==> config.mk <==
export PLATFORM = sky130hd
export DESIGN_NAME = prog_lut_flat
export DESIGN_NICKNAME = d
export VERILOG_FILES = /design/src/rtl/prog_lut_if.sv /design/src/rtl/prog_lut.sv /design/src/flat_wrapper.sv
export SDC_FILE = /design/constraint.sdc
export NUM_CORES = 1
export LEC_CHECK = 0
export ABC_AREA = 1
export CAP_MARGIN = 40
export CELL_PAD_IN_SITES_DETAIL_PLACEMENT = 1
export CELL_PAD_IN_SITES_GLOBAL_PLACEMENT = 2
export CORE_ASPECT_RATIO = 1.1
export CORE_MARGIN = 3
export CORE_UTILIZATION = 35
export CTS_BUF_LIST = sky130_fd_sc_hd__clkbuf_4 sky130_fd_sc_hd__clkbuf_8
export CTS_CLUSTER_SIZE = 10
export DETAILED_ROUTE_END_ITERATION = 16
export MAX_ROUTING_LAYER = met4
export PLACE_DENSITY_LB_ADDON = 0.25
export SYNTH_ARGS = -nofsm -noshare
export SYNTH_HDL_FRONTEND = slang
export SYNTH_SLANG_ARGS = --single-unit
==> constraint.sdc <==
create_clock -name clk -period 3.43 [get_ports clk]
set_input_delay 0.343 -clock clk [delete_from_list [all_inputs] [get_ports clk]]
set_output_delay 0.343 -clock clk [all_outputs]
set_load 0.05 [all_outputs]
==> src/rtl/prog_lut_if.sv <==
// Request/response bundle for the programmable lookup table: read and write
// requests from the master, registered read data and status from the table.
interface prog_lut_if #(
  parameter int ENTRIES = 16,
  parameter int OUT_W   = 10,
  parameter int IDX_W   = $clog2(ENTRIES)
);
  logic             rd_en;
  logic [IDX_W-1:0] index;
  logic             wr_en;
  logic [IDX_W-1:0] wr_idx;
  logic [OUT_W-1:0] wr_data;
  logic [OUT_W-1:0] out;
  logic             out_valid;
  logic             wr_ack;
  logic             ready;

  modport master (
    output rd_en, index, wr_en, wr_idx, wr_data,
    input  out, out_valid, wr_ack, ready
  );

  modport slave (
    input  rd_en, index, wr_en, wr_idx, wr_data,
    output out, out_valid, wr_ack, ready
  );
endinterface

==> src/rtl/prog_lut.sv <==
// Programmable lookup table (PC targets / address offsets) that self-loads power-of-four
// defaults after reset. Define PROG_LUT_BYPASS_EN to forward same-index write data to a read.
module prog_lut #(
  parameter int ENTRIES = 16,
  parameter int OUT_W   = 10
) (
  input  logic     clk,
  input  logic     reset,
  prog_lut_if.slave bus
);
  localparam int IDX_W = $clog2(ENTRIES);
  localparam logic [IDX_W-1:0] LAST_IDX = IDX_W'(ENTRIES - 1);

  typedef enum logic [0:0] {ST_INIT = 1'b0, ST_RUN = 1'b1} state_t;

  state_t           state_r;
  logic [IDX_W-1:0] cnt_r;
  logic [OUT_W-1:0] out_r;
  logic             out_valid_r;
  logic             wr_ack_r;
  logic             ready_r;
  logic [OUT_W-1:0] table_r [ENTRIES];

  logic             tbl_we_s;
  logic [IDX_W-1:0] tbl_waddr_s;
  logic [OUT_W-1:0] tbl_wdata_s;
  logic [OUT_W-1:0] rd_data_s;

  // Lower half holds -(4^(ENTRIES/2 - i)), upper half 4^(i - ENTRIES/2 + 1);
  // shifting within OUT_W bits gives the required truncation for free.
  function automatic logic [OUT_W-1:0] default_entry(input logic [IDX_W-1:0] idx);
    logic [OUT_W-1:0] one_v;
    int               idx_v;
    one_v = {{(OUT_W-1){1'b0}}, 1'b1};
    idx_v = int'(idx);
    if (idx_v < ENTRIES / 2) begin
      return {OUT_W{1'b0}} - (one_v << (2 * (ENTRIES / 2 - idx_v)));
    end else begin
      return one_v << (2 * (idx_v - ENTRIES / 2 + 1));
    end
  endfunction

  // Table write port: defaults during INIT, user writes in RUN, nothing under reset.
  always_comb begin
    tbl_we_s    = 1'b0;
    tbl_waddr_s = {IDX_W{1'b0}};
    tbl_wdata_s = {OUT_W{1'b0}};
    if (reset) begin
      tbl_we_s = 1'b0;
    end else if (state_r == ST_INIT) begin
      tbl_we_s    = 1'b1;
      tbl_waddr_s = cnt_r;
      tbl_wdata_s = default_entry(cnt_r);
    end else begin
      tbl_we_s    = bus.wr_en;
      tbl_waddr_s = bus.wr_idx;
      tbl_wdata_s = bus.wr_data;
    end
  end

  // Read data source, optionally forwarding a same-cycle write to the same index.
  always_comb begin
    rd_data_s = table_r[bus.index];
`ifdef PROG_LUT_BYPASS_EN
    if (bus.wr_en && (bus.wr_idx == bus.index)) begin
      rd_data_s = bus.wr_data;
    end else begin
      rd_data_s = table_r[bus.index];
    end
`endif
  end

  // Table storage; left out of reset since INIT rewrites every entry.
  always_ff @(posedge clk) begin
    if (tbl_we_s) begin
      table_r[tbl_waddr_s] <= tbl_wdata_s;
    end
  end

  // Control FSM with registered read data and handshake outputs.
  always_ff @(posedge clk) begin
    if (reset) begin
      state_r     <= ST_INIT;
      cnt_r       <= {IDX_W{1'b0}};
      out_r       <= {OUT_W{1'b0}};
      out_valid_r <= 1'b0;
      wr_ack_r    <= 1'b0;
      ready_r     <= 1'b0;
    end else begin
      case (state_r)
        ST_INIT: begin
          out_valid_r <= 1'b0;
          wr_ack_r    <= 1'b0;
          if (cnt_r == LAST_IDX) begin
            state_r <= ST_RUN;
            cnt_r   <= {IDX_W{1'b0}};
            ready_r <= 1'b1;
          end else begin
            cnt_r   <= cnt_r + IDX_W'(1);
            ready_r <= 1'b0;
          end
        end
        ST_RUN: begin
          ready_r     <= 1'b1;
          out_valid_r <= bus.rd_en;
          wr_ack_r    <= bus.wr_en;
          if (bus.rd_en) begin
            out_r <= rd_data_s;
          end
        end
        default: begin
          state_r     <= ST_INIT;
          cnt_r       <= {IDX_W{1'b0}};
          out_valid_r <= 1'b0;
          wr_ack_r    <= 1'b0;
          ready_r     <= 1'b0;
        end
      endcase
    end
  end

  assign bus.out       = out_r;
  assign bus.out_valid = out_valid_r;
  assign bus.wr_ack    = wr_ack_r;
  assign bus.ready     = ready_r;
endmodule

==> src/flat_wrapper.sv <==
// flat-port wrapper written by rule: the top's interface ports become plain ports
module prog_lut_flat 
#(
  parameter int ENTRIES = 16,
  parameter int OUT_W   = 10
)
  (clk, reset, bus_rd_en, bus_index, bus_wr_en, bus_wr_idx, bus_wr_data, bus_out, bus_out_valid, bus_wr_ack, bus_ready);
  prog_lut_if #(.ENTRIES(ENTRIES), .OUT_W(OUT_W)) bus_i ();
  input  logic clk;
  input  logic reset;
  input wire logic [$bits(bus_i.rd_en)-1:0] bus_rd_en;
  input wire logic [$bits(bus_i.index)-1:0] bus_index;
  input wire logic [$bits(bus_i.wr_en)-1:0] bus_wr_en;
  input wire logic [$bits(bus_i.wr_idx)-1:0] bus_wr_idx;
  input wire logic [$bits(bus_i.wr_data)-1:0] bus_wr_data;
  output wire logic [$bits(bus_i.out)-1:0] bus_out;
  output wire logic [$bits(bus_i.out_valid)-1:0] bus_out_valid;
  output wire logic [$bits(bus_i.wr_ack)-1:0] bus_wr_ack;
  output wire logic [$bits(bus_i.ready)-1:0] bus_ready;
  assign bus_i.rd_en = bus_rd_en;
  assign bus_i.index = bus_index;
  assign bus_i.wr_en = bus_wr_en;
  assign bus_i.wr_idx = bus_wr_idx;
  assign bus_i.wr_data = bus_wr_data;
  assign bus_out = bus_i.out;
  assign bus_out_valid = bus_i.out_valid;
  assign bus_wr_ack = bus_i.wr_ack;
  assign bus_ready = bus_i.ready;
  prog_lut #(.ENTRIES(ENTRIES), .OUT_W(OUT_W)) u_core (.clk(clk), .reset(reset), .bus(bus_i));
endmodule
Word level (Yosys, flattened, before mapping)
Memory sizes are Yosys's and may differ from the RTL's. A register that Yosys moved wholly into a read port is not among the register bits.
Index checks and enable logic that the tools add are counted.
{ "word_totals": {"ff_bits": 8, "ramBits": 160, "elab_cells": 32, "n_memories": 1, "output_inout_bits": 13, "inputBits": 22} }
{ "classes": {"n_lt_le_gt_ge": 1, "shift": 2, "mux": 15, "addsub": 5, "reduce_logical": 1, "n_eq_ne": 1, "bitwise": 1} }
{ "memory_table": {"columns": ["memory", "words", "width", "rd", "rd_clocked_by_memory_dff", "wr", "line_no", "source"], "rows": [
  ["u_core.table_r", 16, 10, 1, 1, 1, "prog_lut.sv:22", "logic [OUT_W-1:0] table_r [ENTRIES];"]
]} }
{ "ops": {"columns": ["cell", "n"], "rows": [
  ["1-bit by 32-bit left shift with 10-bit output (first input constant)", 2],
  ["31-bit by 2-bit adder with 31-bit output (second input constant)", 1],
  ["10-bit 2-to-1 mux", 3],
  ["4-bit 2-to-1 mux", 3],
  ["1-bit by 10-bit subtractor with 10-bit output (first input constant)", 1],
  ["1-bit 2-to-1 mux", 6],
  ["1-bit case mux with 2 select lines", 3],
  ["4-bit by 4-bit subtractor with 5-bit output (first input constant)", 1],
  ["4-bit by 4-bit subtractor with 5-bit output (second input constant)", 1],
  ["4-bit by 1-bit adder with 4-bit output (second input constant)", 1],
  ["4-bit equality test (second input constant)", 1],
  ["4-bit less-than comparator (second input constant)", 1],
  ["2-bit AND reduction", 1],
  ["1-bit inverter", 1]
]} }

Depth between registers and ports, before layout
{ "depth": {"ltp_word": 6, "mapped_depth": 14, "mapped_depth_nobuf": 14} }

Worst setup path before layout
No wires, ideal clock.
{ "synth_timing": {"kind": "reg-to-reg", "startpoint": "reg u_core.cnt_r[0]", "endpoint": "mem u_core.table_r[0][3] (data pin)", "required_ns": 3.100, "path_stages_with_launch": 9, "period_less_slack_ns": 2.429, "arrival_time_ns": 2.099, "setup_ns": 0.330, "path_slack_ns": 1.001, "path_buffers": 0, "path_cell_list": "dfxtp_1 -> inv_2 -> ha_1 -> inv_1 -> nand2_1 -> inv_1 -> nand4_2 -> ha_1 -> o21ai_0"} }
{ "synth_between": {"elab_chain_cells": 6, "word_cells_on_any_way": 10, "classes_between": "add/sub: 4; order compare: 1; shift: 2; mux: 3"} }
{ "synth_lines": {"columns": ["element", "line_no", "source"], "rows": [
  ["from (decl)", "prog_lut.sv:17", "logic [IDX_W-1:0] cnt_r;"],
  ["from (signal assigned)", "prog_lut.sv:84", "cnt_r <= {IDX_W{1'b0}};"],
  ["from (signal assigned)", "prog_lut.sv:96", "cnt_r <= {IDX_W{1'b0}};"],
  ["from (signal assigned)", "prog_lut.sv:99", "cnt_r <= cnt_r + IDX_W'(1);"],
  ["4-bit by 4-bit subtractor with 5-bit output (on tied branches)", "prog_lut.sv:39, prog_lut.sv:37", null],
  ["31-bit by 2-bit adder with 31-bit output or 1-bit by 32-bit left shift with 10-bit output (tied branches)", "prog_lut.sv:39, prog_lut.sv:37", null],
  ["1-bit by 32-bit left shift with 10-bit output or 1-bit by 10-bit subtractor with 10-bit output (tied branches)", "prog_lut.sv:39, prog_lut.sv:37", null],
  ["10-bit 2-to-1 mux *", "prog_lut.sv:36", "if (idx_v < ENTRIES / 2) begin"],
  ["10-bit 2-to-1 mux *", "prog_lut.sv:50", "end else if (state_r == ST_INIT) begin"],
  ["10-bit 2-to-1 mux *", "prog_lut.sv:48", "if (reset) begin"],
  ["via u_core.tbl_wdata_s[3]", "prog_lut.sv:26", "logic [OUT_W-1:0] tbl_wdata_s;"],
  ["to (decl)", "prog_lut.sv:22", null]
]} }
Mark *: on every way through the listed nets, which the timed path passes. The rest lies on a longest branch.

Worst setup path in the final report
{ "layout_timing": {"startpoint": "reg u_core.cnt_r[0]", "endpoint": "mem u_core.table_r[0][8] (data pin)"} }
Same word-level chain as after synthesis.

==> qor.csv <==
metric,value,unit
synthesis.instances,740,
reg2reg_depth,12,
cp_data_required_time,3.61,ns
internal_power,3060,uW
tightestPinTransition,0.812,ns
portBuffers,34,
async_reset_ff_share,0,%
grt_pass1_vias,5593,
wl_per_cell,19.3,um
synth_fa_ha_area_share,0.972,%
reg2reg_from,u_core.cnt_r[0],
worst_setup_hold_path_clk_slew,0.10,ns
finClkSkew,0.0120,ns
p_sw_share,27.5,%
core.rowCount,56,
crit_path_frequent_cell,nand2_1,
ir_worst_vdd,217,uV
clkSinkCount,177,
design_area,8760,um^2
cp_max_fo,16,
rsz0062_at_grt,no,
drtAntennaViolNets,0,
syn_avg_cell_area,10.4,um^2
drive_gt1_share,10.5,%
synth_cell_types,34,
crit_cells,12,
power_frac_seq,57.3,%
gp_congestion,0.869,
syn_nets,768,
htree_levels,4,
crit_chain,inv_2 > ha_1 > inv_1 > nand2_1 > inv_1 > nand4_2 > ha_1 > nand2_1 > nand2_1 > nand3_1 > nand2_1 > nand2_1,
critPathBufInv,3,
fmax,0.360,GHz
drt-total-wl,21000,um
fin_nets,809,
place_area,8380,um^2
die_w,148,um
drv_cap,0,
synth_compound_area_share,3.01,%
yosys_register_bits,177,
vias,5389,
reg2reg_setup_slack,0.65,ns
hp-class,in -> reg,
cts_buffer_depth,2,
synth_edf_count,160,
timing.final.crit_share,80.9,%
synth_mux_area_share,0,%
drc,0,
hold_start,bus_wr_en,
syn_to_final_growth,13.4,%
post-dp-hpwl,13500,um
synth_top_family_by_area,simple AND/OR/NAND/NOR gates,
critical_path.max_stage_delay,0.46,ns
status,"finished, final reports clean",
yosys_warnings,0,
grt_pass1_wl,32300,um
p_leak,0.00329,uW
worst_ep_arrival_time,2.95,ns
numCtsBuffers,17,
first_pass_iters,5,
dieHeight,162,um
critPathCaptureType,flip-flop,
synth-xor-area-share,0,%
grt_usage,18.5,%
p_switching,1160,uW
worstSkewPairLatency,0.47,ns
cp_top_family,simple AND/OR/NAND/NOR gates,
io_pins,35,
hold_buffers,0,
slew_viol_final,0,
grt_start_max_net_pins,81,
synth-simple-area-share,24.3,%
relSlewSlack,45.8,%
cts_tree,built,
p_comb_share,9.6,%
clockRootBuffer,clkbuf_8,
cts_setup_buffers,0,
netlist_area,7720,um^2
worstHoldPathCells,3,
hold_violations,0,
antenna_found_initial,1,
routed_via_density,4.97,
synth-main-ff-cell,edfxtp_1,
post_cts_resized,0,
finalWorstSetupSlack,0.655,ns
tns,0,ns
worstSetupStartpoint,u_core.cnt_r[0],
initial_core_util,35.9,%
whs_endpoint,u_core.bus.wr_ack,
finalSetupViolCount,0,
startpoint_type,flip-flop,
overflow,0,
crit_path_top_delay_cell,dfxtp_1,
drtIter0Drc,403,
fin_crit,2.78,ns
die-area,23900,um^2
yosysSeqAreaShare,66.6,%
reg2reg_to,u_core.table_r[0][8],
critPathKind,reg -> reg,
power_density,482,nW/um^2
dp_slack,0.640,ns
clockPowerShare,33.1,%
core,21500,um^2
-- power by group through the flow --
stage	sequential (uW)	clock [uW]	combinational [uW]
after floorplan	2460	0	248
after global placement	2470	0	397
after detailed placement	2470	0	408
after CTS	2420	1440	410
after global routing	2420	1520	450
final	2420	1400	404
-- cell type report --
| type | instances | area (um^2) |
|---|---|---|
| antenna | 1 | 2.50 |
| clock buffer | 17 | 234 |
| clock inverter | 15 | 146 |
| fill | 2426 | 12800 |
| inverter | 35 | 139 |
| multi-input combinational | 488 | 2180 |
| sequential | 177 | 5140 |
| tap | 290 | 363 |
| timing repair buffer | 62 | 546 |
-- state kept, by name (all words and copies together) (netlist names) --
name and count:
u_core.bus.wr_ack 1, u_core.table_r 160, u_core.bus.ready 1, u_core.bus.out 10
u_core.cnt_r 4, u_core.bus.out_valid 1
-- worst reg2reg max path, cell delays in order, from the launching register on --
cell	delay, ns
dfxtp_1	0.46
inv_2	0.14
ha_1	0.38
inv_1	0.14
nand2_1	0.07
inv_1	0.08
nand4_2	0.11
ha_1	0.27
nand2_1	0.15
nand2_1	0.08
nand3_1	0.09
nand2_1	0.06
nand2_1	0.45
-- kinds of logic after synthesis --
kind of cell,after synthesis
fa+ha+maj,6
compound gates,42
flops,177
simple gates,440
buf+inv,75
-- routing by layer --
| layer | track usage [%] | share of wire, % | up-vias |
|---|---|---|---|
| met5 | - | 0 | - |
| met4 | 4.96 | 1.2 | 0 |
| met3 | 3.13 | 3.2 | 20 |
| met2 | 30.6 | 49 | 98 |
| met1 | 23.7 | 46 | 2671 |
| li1 | - | - | 2600 |
-- cell usage after synthesis, types with 2 or more instances --
library cell	instances	share of area, %
nand2_1	237	12
edfxtp_1	160	62
nand3_1	128	8.3
nor2_1	55	2.7
inv_1	27	1.3
dfxtp_1	17	4.4
a21oi_1	16	1.0
buf_2	16	1.0
buf_4	9	0.87
o21ai_0	9	0.58
o21ai_1	9	0.58
buf_6	7	1.0
clkbuf_1	7	0.34
ha_1	6	0.97
inv_2	6	0.29
nand2_2	6	0.49
nor2_2	3	0.24
nor3_1	3	0.19
a22oi_1	2	0.19
nand3b_1	2	0.19
nand4_1	2	0.16
-- cells in the final DEF (no fill, tap or decap), types with 2 or more instances in the layout --
master,instances
a21oi_1,16
a22oi_1,2
buf_4,28
clkbuf_8,17
clkdlybuf4s50_1,33
clkinv_4,5
dfxtp_1,17
edfxtp_1,160
ha_1,6
inv_1,27
inv_2,6
inv_6,3
inv_8,5
nand2_1,237
nand2_2,6
nand3_1,128
nand3b_1,2
nand4_1,2
nor2_1,55
nor2_2,3
nor3_1,3
o21ai_0,9
o21ai_1,9
-- per-stage QoR --
stage	util, %	hold slack, ns	total power, uW	std cells
floorplan	-	0.478	2710	740
global placement	38.9	0.561	2860	1052
detailed placement	38.9	0.561	2880	1052
CTS	40.7	0.403	4270	1084
global route	40.7	0.417	4390	1084
finish	40.7	0.444	4220	1085
-- worst max-delay path by stage --
stage | endpoint | slack [ns]
5_1_grt | u_core.table_r[10][4] | 0.42
3_5_place_dp | u_core.table_r[9][3] | 0.64
3_3_place_gp | u_core.table_r[9][7] | 0.76
6_report | u_core.table_r[0][8] | 0.65
4_1_cts | u_core.table_r[6][3] | 0.66
2_1_floorplan | u_core.table_r[0][3] | 1.00
(Power assumes the default switching activity.)
